### config.mk
export PLATFORM = sky130hd
export DESIGN_NAME = crop_frame_arbiter_flat
export DESIGN_NICKNAME = d
export VERILOG_FILES = /design/src/rtl/crop_frame_arbiter_if.sv /design/src/rtl/crop_frame_arbiter.sv /design/src/flat_wrapper.sv
export SDC_FILE = /design/constraint.sdc
export NUM_CORES = 1
export LEC_CHECK = 0
export ABC_CLOCK_PERIOD_IN_PS = 1970
export BUFFER_PORTS_ARGS = -buffer_cell sky130_fd_sc_hd__buf_4
export CAP_MARGIN = 25
export CELL_PAD_IN_SITES_DETAIL_PLACEMENT = 2
export CELL_PAD_IN_SITES_GLOBAL_PLACEMENT = 2
export CORE_ASPECT_RATIO = 0.75
export CORE_MARGIN = 8
export CORE_UTILIZATION = 23
export DETAILED_ROUTE_END_ITERATION = 10
export PLACE_DENSITY = 0.87
export SLEW_MARGIN = 15
export SYNTH_ARGS = -nofsm -noshare
export SYNTH_HDL_FRONTEND = slang
export SYNTH_SLANG_ARGS = --single-unit
### constraint.sdc
create_clock -name clk -period 1.97 [get_ports clk]
set_input_delay 0.394 -clock clk [delete_from_list [all_inputs] [get_ports clk]]
set_output_delay 0.394 -clock clk [all_outputs]
set_load 0.03 [all_outputs]
### src/rtl/crop_frame_arbiter_if.sv
// Handshake bundle between the pixel sources, the frame arbiter and the crop datapath.
// The master modport is the arbiter's view; the slave modport is the surrounding environment.
interface crop_frame_arbiter_if #(
  parameter int PIXEL_BIT_WIDTH = 12,
  parameter int NUM_SRC         = 4
);
  localparam int ID_W = $clog2(NUM_SRC);

  logic [NUM_SRC*PIXEL_BIT_WIDTH-1:0] src_pixel;
  logic [NUM_SRC-1:0]                 src_valid;
  logic [NUM_SRC-1:0]                 src_ready;
  logic [PIXEL_BIT_WIDTH-1:0]         crop_pixel;
  logic                               crop_valid;
  logic                               crop_ready;
  logic [ID_W-1:0]                    crop_src_id;
  logic                               crop_sof;
  logic                               frame_done;
  logic                               busy;

  modport master (
    input  src_pixel, src_valid, crop_ready,
    output src_ready, crop_pixel, crop_valid, crop_src_id, crop_sof, frame_done, busy
  );

  modport slave (
    output src_pixel, src_valid, crop_ready,
    input  src_ready, crop_pixel, crop_valid, crop_src_id, crop_sof, frame_done, busy
  );
endinterface

### src/rtl/crop_frame_arbiter.sv
// Frame-granular round-robin arbiter: locks one source for a whole IN_ROWS x IN_COLS frame
// and passes its ready/valid pixel stream straight through to the shared crop datapath.
module crop_frame_arbiter #(
  parameter int PIXEL_BIT_WIDTH = 12,
  parameter int NUM_SRC         = 4,
  parameter int IN_ROWS         = 40,
  parameter int IN_COLS         = 40
) (
  input  logic                 clk,
  input  logic                 reset,
  crop_frame_arbiter_if.master bus
);
  localparam int ID_W      = $clog2(NUM_SRC);
  localparam int FRAME_PIX = IN_ROWS * IN_COLS;
  localparam int CNT_W     = $clog2(FRAME_PIX);

  localparam logic [CNT_W-1:0] LAST_PIX = CNT_W'(FRAME_PIX - 1);
  localparam logic [ID_W-1:0]  LAST_SRC = ID_W'(NUM_SRC - 1);

  typedef enum logic {
    IDLE,
    LOCKED
  } state_t;

  state_t                     state, state_next;
  logic [ID_W-1:0]            grant_id;
  logic [ID_W-1:0]            last_grant;
  logic [CNT_W-1:0]           pix_cnt;
  logic                       frame_done_q;
  logic [ID_W-1:0]            rr_idx;
  logic [ID_W-1:0]            rr_pick;
  logic                       rr_found;
  logic                       fwd_valid;
  logic                       xfer;
  logic                       last_xfer;
  logic [PIXEL_BIT_WIDTH-1:0] src_pix_arr [NUM_SRC];

  // Unpack the flat source bus so the granted pixel is a plain array lookup.
  always_comb begin
    for (int i = 0; i < NUM_SRC; i++) begin
      src_pix_arr[i] = bus.src_pixel[i*PIXEL_BIT_WIDTH +: PIXEL_BIT_WIDTH];
    end
  end

  // Scan from the source after the last grant, wrapping, so every requester gets a turn.
  always_comb begin
    rr_found = 1'b0;
    rr_pick  = grant_id;
    rr_idx   = grant_id;
    for (int i = 1; i <= NUM_SRC; i++) begin
      rr_idx = ID_W'((int'(last_grant) + i) % NUM_SRC);
      if (!rr_found && bus.src_valid[rr_idx]) begin
        rr_found = 1'b1;
        rr_pick  = rr_idx;
      end
    end
  end

  assign fwd_valid = bus.src_valid[grant_id];
  assign xfer      = (state == LOCKED) && fwd_valid && bus.crop_ready;
  assign last_xfer = xfer && (pix_cnt == LAST_PIX);

  // NOTE: every output of this block gets a default before the case, so no path can
  // leave one unassigned and infer a latch.
  always_comb begin
    state_next     = state;
    bus.src_ready  = '0;
    bus.crop_valid = 1'b0;
    bus.crop_sof   = 1'b0;
    unique case (state)
      IDLE: begin
        if (rr_found) state_next = LOCKED;
      end
      LOCKED: begin
        bus.src_ready[grant_id] = bus.crop_ready;
        bus.crop_valid          = fwd_valid;
        bus.crop_sof            = fwd_valid && (pix_cnt == '0);
        if (last_xfer) state_next = IDLE;
      end
      default: state_next = IDLE;
    endcase
  end

  // NOTE: registers use non-blocking <= so each one samples the pre-edge value of the
  // others, independent of statement order.
  always_ff @(posedge clk) begin
    if (reset) state <= IDLE;
    else       state <= state_next;
  end

  // A reset mid-frame simply drops the partial frame: no frame_done is raised for it.
  always_ff @(posedge clk) begin
    if (reset) begin
      grant_id     <= '0;
      last_grant   <= LAST_SRC;
      pix_cnt      <= '0;
      frame_done_q <= 1'b0;
    end else begin
      frame_done_q <= last_xfer;
      if (state == IDLE && rr_found) grant_id <= rr_pick;
      if (last_xfer) begin
        pix_cnt    <= '0;
        last_grant <= grant_id;
      end else if (xfer) begin
        pix_cnt <= pix_cnt + CNT_W'(1);
      end
    end
  end

  assign bus.crop_pixel  = src_pix_arr[grant_id];
  assign bus.crop_src_id = grant_id;
  assign bus.frame_done  = frame_done_q;
  assign bus.busy        = (state == LOCKED);

endmodule

### src/flat_wrapper.sv
// flat-port wrapper written by rule: the top's interface ports become plain ports
module crop_frame_arbiter_flat 
#(
  parameter int PIXEL_BIT_WIDTH = 12,
  parameter int NUM_SRC         = 4,
  parameter int IN_ROWS         = 40,
  parameter int IN_COLS         = 40
)
  (clk, reset, bus_src_pixel, bus_src_valid, bus_crop_ready, bus_src_ready, bus_crop_pixel, bus_crop_valid, bus_crop_src_id, bus_crop_sof, bus_frame_done, bus_busy);
  crop_frame_arbiter_if #(.PIXEL_BIT_WIDTH(PIXEL_BIT_WIDTH), .NUM_SRC(NUM_SRC)) bus_i ();
  input  logic clk;
  input  logic reset;
  input wire logic [$bits(bus_i.src_pixel)-1:0] bus_src_pixel;
  input wire logic [$bits(bus_i.src_valid)-1:0] bus_src_valid;
  input wire logic [$bits(bus_i.crop_ready)-1:0] bus_crop_ready;
  output wire logic [$bits(bus_i.src_ready)-1:0] bus_src_ready;
  output wire logic [$bits(bus_i.crop_pixel)-1:0] bus_crop_pixel;
  output wire logic [$bits(bus_i.crop_valid)-1:0] bus_crop_valid;
  output wire logic [$bits(bus_i.crop_src_id)-1:0] bus_crop_src_id;
  output wire logic [$bits(bus_i.crop_sof)-1:0] bus_crop_sof;
  output wire logic [$bits(bus_i.frame_done)-1:0] bus_frame_done;
  output wire logic [$bits(bus_i.busy)-1:0] bus_busy;
  assign bus_i.src_pixel = bus_src_pixel;
  assign bus_i.src_valid = bus_src_valid;
  assign bus_i.crop_ready = bus_crop_ready;
  assign bus_src_ready = bus_i.src_ready;
  assign bus_crop_pixel = bus_i.crop_pixel;
  assign bus_crop_valid = bus_i.crop_valid;
  assign bus_crop_src_id = bus_i.crop_src_id;
  assign bus_crop_sof = bus_i.crop_sof;
  assign bus_frame_done = bus_i.frame_done;
  assign bus_busy = bus_i.busy;
  crop_frame_arbiter #(.PIXEL_BIT_WIDTH(PIXEL_BIT_WIDTH), .NUM_SRC(NUM_SRC), .IN_ROWS(IN_ROWS), .IN_COLS(IN_COLS)) u_core (.clk(clk), .reset(reset), .bus(bus_i));
endmodule
==> flow_summary.ini, run 1 <==
[timing]
tns_ns = 0
setup_violations = 0
post-route-period-util = 0.995
tightest_slew_ns = 0.444
slew_viol_final = 0
min_period_ns = 1.96
hold_viol_final = 0
finClkSkew_ns = 0.00247
rsz0062_at_grt = true
slew_headroom = 0.703
max_freq_mhz = 510

[detailed_routing]
initialDrtViolationCount = 58
avgViaCountPerCell = 4.76
drt_pass1_iterations = 4
drc_errors = 0
drt-total-wl_um = 5740
routedWlPerCell_um = 19.9
ant_nets = 0
vias = 1376

[clock_network]
clk_path_buf_depth = 2
clk_pin_slew_ns = 0.06
cts_buffers = 3
cts_tree = built
clk_latency_ns = 0.25
h-tree-depth = 1
holdBufCountCts = 0
clock-sinks = 17
cts_root_buffer = clkbuf_8

[floorplanning]
pin_count = 77
dieArea_sq_um = 8130
die_w_um = 102
rows = 23
fp.dieH_um = 80.1
start_util = 0.237
coreArea_sq_um = 5320

[power_and_ir_drop]
pwr-share-seq = 0.348
p_sw_frac = 0.313
power_density_nw_per_um2 = 512
p_comb_frac = 0.409
intPower_mw = 0.723
clockPowerShare = 0.243
p_switching_mw = 0.329
peakVddDrop_uv = 254
power.leakage_nw = 0.913

[synthesis]
synth_common_cells = nor2_1, dfxtp_1, mux4_2
yosysWarnings = 0
syn_inst = 130
ys.flop_type = dfxtp_1
synth.distinct_cells = 36
ys_ff_latch = 17
yosysTopAreaCell = dfxtp_1
syn_area_sq_um = 1260
yosys.area.top_type_share = 0.270
synth_most_common_cell = nor2_1
async_flop_share = 0
avgSynthCellArea_sq_um = 9.70
synthesis.nets = 187
yosys-top-cells-area = dfxtp_1, mux4_2, nor2_1
ys_seq_area_frac = 0.270
synth_edf_count = 0

[cells_and_area]
area_delta_synth_final_pct = 62.8
final_area_sq_um = 2050
drive_gt1_frac = 0.523
fill_cells = 606
fin_nets = 272
num_antenna_cells = 0

[critical_path]
worst-setup-path-type = reg -> out
crit_start = u_core.bus.crop_src_id[1]
regToRegStartpoint = u_core.bus.crop_src_id[1]
required_ns = 1.58
critical_path.endpoint = bus_crop_sof
cp-end-kind = output port
r2r_slack_ns = 0.25
worst_r2r_path_depth = 6
cp-start-kind = flop
rr_endpoint = u_core.last_grant[0]
critPathArrivalTime_ns = 1.57
cp_max_fo = 2

[placement]
place.gp.congestion = 0.793
post-dp-hpwl_um = 4590
placed_area_sq_um = 1950
io_buffers = 76

[flow_run]
maxCapViolCount = 0

[global_routing]
grt_pass1_vias = 1553
grt_pass1_wl_um = 8730
antenna_found_initial = 0
grt_use_total = 0.138
grt.overflow.total = 0
grt_max_degree = 18

[status]
outcome = finished clean

[hold_path]
hold_path.class = in -> reg
## routing by layer
| layer | global-route usage | vias up | part of all wire |
|---|---|---|---|
| met5 | 0 | - | 0 |
| met2 | 0.259 | 62 | 0.51 |
| met3 | 0.0466 | 4 | 0.094 |
| met1 | 0.144 | 659 | 0.39 |
| met4 | 0.0281 | 0 | 0.0099 |
| li1 | - | 651 | - |
## cell type report
type                    count  area [sq um]  share of cell area
inverters                   8          30.0              0.0146
well taps                  75          93.8              0.0457
flip-flops and latches     17           345               0.168
repair buffers             87           691               0.336
clock buffers               4          45.0              0.0219
multi-input cells          98           848               0.413
## through the flow
stage	power (mW)	hold slack (ns)	cells	util	setup WS, ns
final	1.05	0.398	289	0.386	0.00920
after floorplan	0.586	0.494	130	-	0.00252
after global placement	0.770	0.519	282	0.367	0.0629
after global routing	1.11	0.387	289	0.386	-0.0460
after detailed placement	0.785	0.538	282	0.367	0.0660
after CTS	1.06	0.395	288	0.381	-0.00468
## power by group through the flow
stage / clock network (mW) / logic [mW] / registers, mW
2_1_floorplan: 0 / 0.212 / 0.374
3_3_place_gp: 0 / 0.399 / 0.371
3_5_place_dp: 0 / 0.413 / 0.372
4_1_cts: 0.267 / 0.424 / 0.364
5_1_grt: 0.288 / 0.456 / 0.368
6_report: 0.255 / 0.431 / 0.366
## sequential cells by signal (all words and copies together) (netlist names)
name                    count
u_core.bus.frame_done       1
u_core.bus.crop_src_id      2
u_core.last_grant           2
u_core.bus.busy             1
u_core.pix_cnt             11
## cells in the final DEF, fill, tap and decap left out, drive strengths merged, types with 2 or more instances in the layout
cell type | synthesis | routed
mux2i | 3 | 3
a21oi | 4 | 4
nor4b | 2 | 2
ha | 2 | 2
inv | 8 | 8
nand4 | 5 | 5
clkbuf | 1 | 5
and3 | 5 | 5
mux4 | 13 | 13
xor2 | 8 | 8
o22ai | 5 | 5
nand3 | 3 | 3
nor2b | 2 | 2
dfxtp | 17 | 17
xnor2 | 2 | 2
a31oi | 2 | 2
and4 | 2 | 2
buf | 6 | 86
nand2 | 3 | 3
nand3b | 2 | 2
nor3 | 3 | 3
nor2 | 24 | 24
## logic make-up after synthesis
group | count (synthesis) | share of synthesized area
AND/OR/NAND/NOR | 54 | 0.232
flip-flops | 17 | 0.270
AO/OA/AOI/OAI | 16 | 0.0873
multiplexers | 16 | 0.259
buffers and inverters | 15 | 0.0625
XOR/XNOR | 10 | 0.0694
adder cells (fa/ha/maj) | 2 | 0.0198
## worst max-delay path, stage by stage, from the launching register on
cell and delay, ns:
dfxtp_2 0.34, mux4_2 0.53, and2_4 0.18, and4_4 0.14, buf_6 0.13
## worst min-delay path by stage
| stage | startpoint | end | slack, ns | cells after the start |
|---|---|---|---|---|
| after floorplan | u_core.pix_cnt[10] | u_core.pix_cnt[10] | 0.49 | 2 |
| after global placement | u_core.pix_cnt[8] | u_core.pix_cnt[8] | 0.52 | 2 |
| after detailed placement | u_core.pix_cnt[10] | u_core.pix_cnt[10] | 0.54 | 2 |
| after CTS | reset | u_core.bus.crop_src_id[1] | 0.39 | 2 |
| after global routing | reset | u_core.bus.crop_src_id[1] | 0.39 | 2 |
| final | reset | u_core.bus.crop_src_id[1] | 0.40 | 2 |
## repair_timing
item                       4_1_cts  5_1_grt
resized for setup                4        2
cloned                           0        1
setup endpoints to repair        3        5
setup buffers                    2        1
pin swaps                        0        1
Note: power is estimated with default switching activity, not from simulation.
==> run 2, diff against run 1 <==
CORE_MARGIN = 2   (was 8)
==> flow_summary.ini, run 2 (synthesis results as in run 1) <==
[clock_network]
cts_root_buffer = clkbuf_8
holdBufCountCts = 0
h-tree-depth = 1
clk_pin_slew_ns = 0.06
clk_path_buf_depth = 2
clock-sinks = 17
clk_latency_ns = 0.25
cts_tree = built
cts_buffers = 3

[floorplanning]
rows = 23
fp.dieH_um = 68.1
start_util = 0.237
die_w_um = 89.5
pin_count = 77
dieArea_sq_um = 6100
coreArea_sq_um = 5320

[timing]
setup_ws_ns = -0.00232
min_period_ns = 1.97
rsz0062_at_grt = true
max_freq_mhz = 507
slew_viol_final = 0
tightest_slew_ns = 0.512
post-route-period-util = 1.00
hold_viol_final = 0
finClkSkew_ns = 0.00683
slew_headroom = 0.659
setup_violations = 1

[power_and_ir_drop]
peakVddDrop_uv = 152
power_density_nw_per_um2 = 512
power.leakage_nw = 0.914

[global_routing]
grt_max_degree = 18
grt.overflow.total = 0
grtUsageMet1 = 0.165
antenna_found_initial = 0
grt_pass1_vias = 1523
busiest_layer = met2
grt_use_total = 0.161
grt_pass1_wl_um = 7470
met3_usage = 0.0434
gr-usage-met2 = 0.331

[status]
outcome = complete, but fails checks
violations = setup timing

[critical_path]
rr_endpoint = u_core.pix_cnt[7]
crit_path_cell_trace = mux4_2 -> and2_4 -> and4_4 -> buf_6
worst_r2r_path_depth = 6
cp_slowest_cell = mux4_2
cp-start-kind = flop
worst-setup-path-type = reg -> out
critPathArrivalTime_ns = 1.58
cp_max_fo = 2
regToRegStartpoint = u_core.bus.crop_src_id[1]
r2r_slack_ns = 0.11
cp_slowest_stage_delay_ns = 0.53
cp-end-kind = output port
required_ns = 1.58

[detailed_routing]
initialDrtViolationCount = 66
ant_nets = 0
routedWlPerCell_um = 18.1
vias = 1416
drt_pass1_iterations = 4
drc_errors = 0
avgViaCountPerCell = 4.92
drt-total-wl_um = 5200

[cells_and_area]
fin_util = 0.385
fill_cells = 596
multi_input_area_sq_um = 853
num_antenna_cells = 0
drive_gt1_frac = 0.516
fin_nets = 271
layout_common_cells = buf_4, nor2_1, dfxtp_1, mux4_2
regArea_sq_um = 345
area_delta_synth_final_pct = 62.6
largest_reg_flops = 11
top_register = u_core.pix_cnt
layout_commonest_cell = buf_4
stdcell_count = 288

[placement]
place_inst = 282
post-dp-hpwl_um = 4010
io_buffers = 76
place.gp.congestion = 0.750
post-place-ws_ns = 0.0474

[flow_run]
maxCapViolCount = 0

[hold_path]
hold_start = reset
hold_path.class = in -> reg
holdPathStages = 2
holdPathEnd = u_core.bus.crop_src_id[1]
run 2: through the flow:
stage	TNS, ns	hold slack (ns)	instance area, sq um	power [mW]
floorplan	0	0.494	1270	0.586
global placement	0	0.516	1950	0.763
detailed placement	0	0.553	1950	0.777
CTS	-0.0202	0.383	2010	1.05
global route	-0.0461	0.386	2050	1.11
finish	-0.00232	0.395	2050	1.05
run 2: where the power goes:
part / switching (mW) / leakage [nW] / internal, mW / total (mW)
Combinational: 0.199 / 0.753 / 0.225 / 0.424
Clock: 0.120 / 0.0228 / 0.144 / 0.263
Sequential: 0.0123 / 0.139 / 0.351 / 0.363
Total: 0.331 / 0.914 / 0.719 / 1.05
run 2: layout make-up:
cell class,instances,area share
sequential,17,0.168
timing repair buffer,86,0.333
tap,75,0.0458
clock buffer,4,0.0220
multi-input combinational,98,0.416
inverter,8,0.0146
run 2: what timing repair did:
item / CTS / global route
endpoints found under the setup margin: 1 / 3
cloned: 0 / 1
gates resized for setup: 2 / 3
buffers inserted: 1 / 0
run 2: worst max-delay path: cells and delay by family (launching register included):
kind / cells / cell delay [ns]
muxes: 1 / 0.53
buffers and inverters: 1 / 0.13
DFF: 1 / 0.34
and+or+nand+nor: 2 / 0.33
run 2: worst max-delay path by stage:
stage,from,endpoint,cells after the start
after detailed placement,bus_src_valid[3],bus_crop_sof,5
after floorplan,u_core.bus.crop_src_id[1],bus_crop_sof,4
final,u_core.bus.crop_src_id[1],bus_crop_sof,4
after global routing,u_core.bus.crop_src_id[1],bus_crop_sof,4
after CTS,u_core.bus.crop_src_id[1],bus_crop_sof,4
after global placement,bus_src_valid[3],bus_crop_sof,5
run 2: per-layer routing:
| layer | share of wire | routed length, um | up-vias |
|---|---|---|---|
| li1 | - | - | 651 |
| met1 | 0.38 | 1990 | 698 |
| met2 | 0.52 | 2720 | 65 |
| met3 | 0.091 | 471 | 2 |
| met4 | 0.0027 | 14 | 0 |
| met5 | 0 | 0 | - |
